### config.mk
export PLATFORM = sky130hd
export DESIGN_NAME = bin2bcd_display_feeder
export DESIGN_NICKNAME = d
export VERILOG_FILES = /design/src/rtl/bin2bcd_display_feeder_pkg.sv /design/src/rtl/bin2bcd_display_feeder_bcd_adjust.sv /design/src/rtl/bin2bcd_display_feeder.sv
export SDC_FILE = /design/constraint.sdc
export NUM_CORES = 1
export LEC_CHECK = 0
export CORE_MARGIN = 2
export CORE_UTILIZATION = 25
export CTS_CLUSTER_SIZE = 25
export DETAILED_ROUTE_END_ITERATION = 6
export PLACE_DENSITY = 0.52
export SETUP_SLACK_MARGIN = 0.3
export SLEW_MARGIN = 20
export SYNTH_ARGS = -nofsm -noshare
export SYNTH_HDL_FRONTEND = slang
export SYNTH_SLANG_ARGS = --single-unit
### constraint.sdc
create_clock -name clk -period 3.7 [get_ports clk]
set_input_delay 0.74 -clock clk [delete_from_list [all_inputs] [get_ports clk]]
set_output_delay 0.74 -clock clk [all_outputs]
set_load 0.02 [all_outputs]
### src/rtl/bin2bcd_display_feeder_pkg.sv
// Shared types and constants for the binary-to-BCD display feeder.
// Register offsets, status bit positions, FSM encoding, pow10 helper.
package bin2bcd_display_feeder_pkg;

  localparam logic [1:0] REG_VALUE  = 2'd0;
  localparam logic [1:0] REG_RESULT = 2'd1;
  localparam logic [1:0] REG_STATUS = 2'd2;

  localparam int STAT_BUSY = 0;
  localparam int STAT_OVF  = 1;
  localparam int STAT_DONE = 2;

  typedef enum logic [1:0] {
    ST_IDLE  = 2'd0,
    ST_SHIFT = 2'd1,
    ST_EMIT  = 2'd2
  } state_e;

  function automatic int pow10(input int n);
    int r;
    r = 1;
    for (int i = 0; i < n; i++) r = r * 10;
    return r;
  endfunction

endpackage

### src/rtl/bin2bcd_display_feeder_bcd_adjust.sv
// Double-dabble nibble correction: +3 on every BCD nibble >= 5.
// Ports: nib_i (DIGITS nibbles in), nib_o (adjusted nibbles out).
module bin2bcd_display_feeder_bcd_adjust #(
  parameter int DIGITS = 4
) (
  input  logic [DIGITS*4-1:0] nib_i,
  output logic [DIGITS*4-1:0] nib_o
);

  always_comb begin
    nib_o = nib_i;
    for (int i = 0; i < DIGITS; i++) begin
      if (nib_i[i*4 +: 4] >= 4'd5)
        nib_o[i*4 +: 4] = nib_i[i*4 +: 4] + 4'd3;
    end
  end

endmodule

### src/rtl/bin2bcd_display_feeder.sv
// Bus peripheral: converts a written binary value to packed BCD and
// writes it once to the display digit store. Ports: clk, reset (async
// active-low), strobe/rw/addr/d_in/d_out bus, busy, out_* display write.
module bin2bcd_display_feeder
  import bin2bcd_display_feeder_pkg::*;
#(
  parameter int          IN_BITS   = 14,
  parameter int          DIGITS    = 4,
  parameter logic [31:0] DISP_ADDR = 32'h0
) (
  input  logic        clk,
  input  logic        reset,
  input  logic        strobe,
  input  logic        rw,
  input  logic [31:0] addr,
  input  logic [31:0] d_in,
  output logic [31:0] d_out,
  output logic        busy,
  output logic        out_strobe,
  output logic        out_rw,
  output logic [31:0] out_addr,
  output logic [31:0] out_data
);

  localparam int BW = DIGITS * 4;
  localparam int CW = $clog2(IN_BITS + 1);
  localparam logic [31:0] MAX_VAL = 32'(pow10(DIGITS) - 1);
  localparam logic [BW-1:0] ALL9 = {DIGITS{4'h9}};

  state_e              state_q;
  logic [IN_BITS-1:0]  value_q, bin_q, bin_d;
  logic [BW-1:0]       bcd_q, bcd_d, result_q, adj;
  logic [CW-1:0]       cnt_q;
  logic                ovf_q, done_q;
  logic                ostb_q, orw_q;
  logic [31:0]         oaddr_q, odata_q;

  logic [IN_BITS-1:0]  win;
  logic                wr_val, wr_stat, fits;
  logic [BW+IN_BITS-1:0] sh;

  assign win     = d_in[IN_BITS-1:0];
  assign wr_val  = strobe && rw && (addr[1:0] == REG_VALUE);
  assign wr_stat = strobe && rw && (addr[1:0] == REG_STATUS);
  assign fits    = 32'(win) <= MAX_VAL;

  bin2bcd_display_feeder_bcd_adjust #(
    .DIGITS(DIGITS)
  ) u_bcd_adjust (
    .nib_i(bcd_q),
    .nib_o(adj)
  );

  assign sh    = {adj, bin_q} << 1;
  assign bcd_d = sh[BW+IN_BITS-1:IN_BITS];
  assign bin_d = sh[IN_BITS-1:0];

  always_ff @(posedge clk or negedge reset) begin
    if (!reset) begin
      state_q  <= ST_IDLE;
      value_q  <= '0;
      bin_q    <= '0;
      bcd_q    <= '0;
      result_q <= '0;
      cnt_q    <= '0;
      ovf_q    <= 1'b0;
      done_q   <= 1'b0;
      ostb_q   <= 1'b0;
      orw_q    <= 1'b0;
      oaddr_q  <= '0;
      odata_q  <= '0;
    end else begin
      // Clear first so a same-cycle done-set below wins.
      if (wr_stat) begin
        ovf_q  <= 1'b0;
        done_q <= 1'b0;
      end
      ostb_q  <= 1'b0;
      orw_q   <= 1'b0;
      oaddr_q <= '0;
      odata_q <= '0;
      unique case (state_q)
        ST_IDLE: begin
          if (wr_val) begin
            value_q <= win;
            done_q  <= 1'b0;
            if (fits) begin
              bin_q   <= win;
              bcd_q   <= '0;
              cnt_q   <= CW'(IN_BITS);
              state_q <= ST_SHIFT;
            end else begin
              ovf_q    <= 1'b1;
              result_q <= ALL9;
              ostb_q   <= 1'b1;
              orw_q    <= 1'b1;
              oaddr_q  <= DISP_ADDR;
              odata_q  <= 32'(ALL9);
              state_q  <= ST_EMIT;
            end
          end
        end
        ST_SHIFT: begin
          bin_q <= bin_d;
          bcd_q <= bcd_d;
          cnt_q <= cnt_q - CW'(1);
          if (cnt_q == CW'(1)) begin
            result_q <= bcd_d;
            ostb_q   <= 1'b1;
            orw_q    <= 1'b1;
            oaddr_q  <= DISP_ADDR;
            odata_q  <= 32'(bcd_d);
            state_q  <= ST_EMIT;
          end
        end
        ST_EMIT: begin
          done_q  <= 1'b1;
          state_q <= ST_IDLE;
        end
        default: state_q <= ST_IDLE;
      endcase
    end
  end

  assign busy       = (state_q != ST_IDLE);
  assign out_strobe = ostb_q;
  assign out_rw     = orw_q;
  assign out_addr   = oaddr_q;
  assign out_data   = odata_q;

  always_comb begin
    d_out = '0;
    unique case (1'b1)
      addr[1:0] == REG_VALUE:  d_out = 32'(value_q);
      addr[1:0] == REG_RESULT: d_out = 32'(result_q);
      addr[1:0] == REG_STATUS: begin
        d_out[STAT_BUSY] = busy;
        d_out[STAT_OVF]  = ovf_q;
        d_out[STAT_DONE] = done_q;
      end
      default: d_out = '0;
    endcase
  end

  logic unused;
  assign unused = &{1'b0, addr[31:2], d_in[31:IN_BITS]};

endmodule

**After elaboration in Yosys (flattened, before gate mapping)**

Cells that the tools add are included.

- Flip-flop bits (word level): 101
- Input port bits: 68
- Output and inout bits: 99
- Logic and storage cells: 78

- Add/subtract/negate cells: 5
- Magnitude comparators: 5
- Equal/unequal tests: 9
- Muxes and demuxes: 38
- Reductions and logical operators: 11

Operator list:

| operator | number |
|---|---|
| 2-to-1 mux 16 bit | 8 |
| case mux 16 bit (2 select lines) | 3 |
| 2-to-1 mux 14 bit | 2 |
| case mux 14 bit (2 select lines) | 1 |
| case mux 13 bit (2 select lines) | 1 |
| 2-to-1 mux 4 bit | 5 |
| greater-or-equal comparator 4 x 3 -> 1 bit, second input constant | 4 |
| less-or-equal comparator 14 bit, second input constant | 1 |
| adder 4 x 2 -> 4 bit, second input constant | 3 |
| 2-to-1 mux 1 bit | 9 |
| case mux 3 bit (3 select lines) | 1 |
| != test 2 bit, second input constant | 4 |
| case mux 4 bit (2 select lines) | 1 |
| 2-to-1 mux 2 bit | 3 |
| == test 2 x 1 -> 1 bit, second input constant | 2 |
| == test 2 bit, second input constant | 2 |
| == test 4 x 1 -> 1 bit, second input constant | 1 |
| logical NOT 2 bit | 2 |
| case mux 1 bit (2 select lines) | 2 |
| case mux 2 bit (2 select lines) | 1 |
| AND reduction 2 bit | 2 |
| AND reduction 4 bit | 1 |
| nonzero test 2 bit | 2 |
| subtractor 4 x 1 -> 4 bit, second input constant | 1 |
| 4 further kinds | 6 |

**Depth between registers and ports, before layout**

- Word-level depth: 6
- Depth in mapped cells: 7
- Mapped depth without buffers: 6

**Modules after synthesis**

From an unflattened synthesis, not the netlist that was laid out.

- Cell total of the unflattened synthesis: 446
- Area, all modules: 4464.3 µm²

By module, submodules not included:

| module | instances | cells each | area an instance (µm²) | sequential area each (µm²) |
|---|---|---|---|---|
| bin2bcd_display_feeder | 1 | 382 | 4058.9 | 2127.0 |
| bin2bcd_display_feeder_bcd_adjust | 1 | 64 | 405.4 | 0.0 |

**Worst setup path before layout**

Ideal clock, no wire load.

- Path type: in2out
- From: in addr[0]
- To: out d_out[10]
- Arrival: 1.784 ns
- Required time: 2.960 ns
- Path slack: 1.176 ns
- Stages: 4
- Buffers on the path: 2
- Cells stage by stage: buf_2 > buf_1 > mux2i_1 > nor2_1

- Cells in the longest elaborated chain, start to end: 2

RTL lines:

| item | RTL line | source |
|---|---|---|
| from (decl) | bin2bcd_display_feeder.sv:15 | `input logic [31:0] addr,` |
| == test 2 x 1 -> 1 bit or logical NOT 2 bit (tied branches) | bin2bcd_display_feeder.sv:135, bin2bcd_display_feeder.sv:134 |  |
| case mux 13 bit (2 select lines) * | bin2bcd_display_feeder.sv:133 | `unique case (1'b1)` |
| to (decl) | bin2bcd_display_feeder.sv:17 | `output logic [31:0] d_out,` |

Mark *: on every way between the ends. The rest lies on a longest branch, timed or not.

**Worst setup path after layout**

- From: in addr[1]
- To: out d_out[0]

- Cells in the longest elaborated chain, start to end: 2

RTL lines:

| item | RTL line | source |
|---|---|---|
| == test 2 bit (tied with other cells) | bin2bcd_display_feeder.sv:136 | `addr[1:0] == REG_STATUS: begin` |
| case mux 3 bit (3 select lines) * | bin2bcd_display_feeder.sv:133 |  |

Marks and branches as above.

==> summary.md <==
| Metric | Value |
|---|---|
| Gr ovfl total | 0 |
| Worst Setup End Kind | primary output |
| Pwr Total | 3.819 mW |
| Hold slack | between 400 and 500 ps |
| Maximum VDD drop | between 0.2 and 0.25 mV |
| Fin util | 0.3051 |
| Yosys top cell by area | dfrtp_1 |
| First-pass GRT wire length | roughly 16000 um |
| Final hold violation count | 0 |
| YS warnings | 0 |
| HP Class | primary input to asynchronous set/reset pin |
| Hold_buf cts | 0 |
| CP startpoint kind | primary input |
| Register area | 0.002127 mm^2 |
| Core Box Area | 0.01724 mm^2 |
| Initial antenna violation count | 0 |
| Syn avg cell area | roughly 10 um^2 |
| Slew HR | 0.4713 |
| Leak pwr | between 2 and 2.5 nW |
| Routed via count | just over 3000 |
| Status | finished clean |
| Routed Wire Length | around 10000 um |
| Crit path from | addr[1] |
| GR Util met3 | 0.02815 |
| Total negative slack | 0 ps |
| Final period util | 0.8520 |
| Drt first pass iters | 4 |
| Starting density of the core | 0.2556 |
| Setup violation total in the final timing report | 0 |
| Top post-synthesis cells by area | dfrtp_1 48%, buf_4 11%, mux2i_1 3.6% |
| Final Wtd Congestion | 0.7683 |
| Top Ports | between 150 and 200 |
| H-tree level count | 3 |
| Dpl hpwl | 7506 um |
| Mapped Area | 0.004405 mm^2 |
| Total track usage | 0.1150 |
| Antenna cell count | 0 |
| DIE AREA | ~0.019 mm^2 |
| Worst clock skew | about 7.3 ps |
| CTS tree | yes |
| Slew of the pin with the lowest slew margin | between 700 and 800 ps |
| RSZ-0062 raised after global routing | false |
| # port buffers | between 50 and 60 |
| Max clock buf depth | 2 |
| PD cells | 726.3 mW/mm^2 |
| Register bit total from synthesis | 85 |
| Critical path peak fanout | 5 |
| Clk pin slew, worst setup/hold paths | around 60 ps |
| DRC Markers | 0 |
| Most Crowded Layer GR | met2 |
| Slew Viols, Final | 0 |
| Met2 usage | 0.1831 |
| Area Overhead vs Synth | 19.37% |
| Later-pin clock latency in the skew report | approximately 340 ps |
| Via-to-Cell Ratio | 4.279 |
| Num CTS Buffers | 9 |
| Final ANT Viol Nets | 0 |
| Critical path required time | around 3000 ps |
| Netlist cell types | between 40 and 50 |
| Most common cell in the netlist | dfrtp_1 |
| DRT iter0 DRCs | around 220 |
| Die X | 136.7 um |
| Avg WL per Cell | 14.65 um |
| Post-synth ARST share | 1.000 |
| Synth Instances | ~430 |
| Met1 usage in global routing | 0.1507 |
| Post-synthesis sequential area ratio | 0.4828 |
| Fmax | about 320 MHz |
| FF-to-FF Start | state_q[0] |
| Multi-input gate area | about 0.0019 mm^2 |
| Setup CP Type | primary input to primary output |
| Final nets | about 560 |
| Min cycle time layout | 3152 ps |
| Top cell type's share of synthesized area | 0.4828 |
| Die Y | 136.7 um |
| Synth top cells by count | 85 x dfrtp_1, 65 x buf_4, 31 x nand2_1 |
| Worst EP arrival | about 2400 ps |
| Main synth FF type | dfrtp_1 |
| Post-synth EDFFs | 0 |
| Root buffer cell | clkbuf_16 |
| Largest net degree at the start of global routing | between 80 and 90 |
| # clock sinks | 85 |
| Vias in the first global route | between 2000 and 3000 |
| Max cap viols | 0 |
| Cell row count | 48 |
| Layout cells sized above 1 | 0.06818 |
| # fillers | 1762 |
## power breakdown
part           internal (mW)  switching, mW
clock                  0.537          0.360
sequential              1.26          0.216
combinational          0.617          0.832
## timing repair
| action | CTS | global route |
|---|---|---|
| gates resized for setup | 0 | 1 |
| setup buffers | 0 | 0 |
| setup endpoints to repair | 0 | 2 |
## stage by stage
step                instance area [um^2]  std cells  setup WS (ps)
floorplan                           4642        490           1176
global placement                    4960        693          222.3
detailed placement                  4960        693          272.1
CTS                                 5253        709          360.3
global route                        5259        709          429.0
finish                              5259        709          547.7
## final timing paths
path | end | slack (ps) | cells past startpoint
min in group clk | value_q[12] | 490 | 1
max in group asynchronous | result_q[10] | 2700 | 1
hold reg to reg | value_q[12] | 490 | 1
hold / removal | bin_q[1] | 450 | 1
setup / recovery | d_out[0] | 550 | 6
setup reg to reg | out_data[15] | 1480 | 5
## worst max-delay path, cell delays in order
cell and delay (ps):
clkdlybuf4s50_1 500, inv_1 120, nor2_1 180, nand2_1 80, o21ai_0 120, clkdlybuf4s50_1 670
## layout make-up
type / count / area share
flip-flops and latches: 85 / 0.4045
multi-input cells: 299 / 0.3543
repair buffers: 64 / 0.1178
well taps: 225 / 0.05353
inverters: 20 / 0.01428
clock buffers: 11 / 0.04616
clock inverters: 5 / 0.009517
## metal layers
| metal | vias up | wire [um] |
|---|---|---|
| met2 | 99 | 5006 |
| met4 | 0 | 144 |
| met1 | 1479 | 4526 |
| li1 | 1443 | - |
| met5 | - | 0 |
| met3 | 13 | 709 |
## flip-flops by register name, indices dropped and copies added (netlist names), 2 cells and up
register / flops
bcd_q: 16
out_data: 16
result_q: 16
bin_q: 14
value_q: 14
cnt_q: 4
state_q: 2
## placed cells by master, fill, tap and decap left out, drive strengths merged, types with 2 or more instances in the layout
| cell type | synthesis | routed |
|---|---|---|
| mux2i | 16 | 16 |
| inv | 20 | 20 |
| xnor2 | 5 | 5 |
| clkinv | 0 | 4 |
| o2bb2ai | 2 | 2 |
| nor4 | 4 | 4 |
| o21ai | 21 | 21 |
| nor3 | 5 | 5 |
| or2 | 3 | 3 |
| mux2 | 18 | 18 |
| o221a | 12 | 12 |
| nor2 | 22 | 22 |
| nand3 | 5 | 5 |
| a22o | 2 | 2 |
| or4 | 2 | 2 |
| o22ai | 16 | 16 |
| buf | 74 | 11 |
| clkbuf | 12 | 11 |
| and3 | 4 | 4 |
| clkdlybuf4s50 | 0 | 52 |
| nand2b | 16 | 16 |
| or3 | 2 | 2 |
| nand2 | 31 | 31 |
| a31oi | 4 | 4 |
| dfrtp | 85 | 85 |
| nor2b | 2 | 2 |
| conb | 1 | 64 |
| o21a | 2 | 2 |
| and2 | 3 | 3 |
| ha | 10 | 10 |
| a211o | 3 | 3 |
| o211ai | 5 | 5 |
| a21oi | 13 | 13 |
## kinds of logic (layout without fill, tap and decap cells)
kind of cell / Yosys count / count (layout) / share of synthesized area
xor+xnor: 5 / 5 / 0.009940
fa+ha+maj: 10 / 10 / 0.02840
other cells: 1 / 64 / 0.0008512
compound gates: 84 / 84 / 0.1312
buf+inv: 106 / 100 / 0.1488
mux: 34 / 34 / 0.08236
simple gates: 102 / 102 / 0.1156
flops: 85 / 85 / 0.4828
Power figures use the tool's default switching activity.
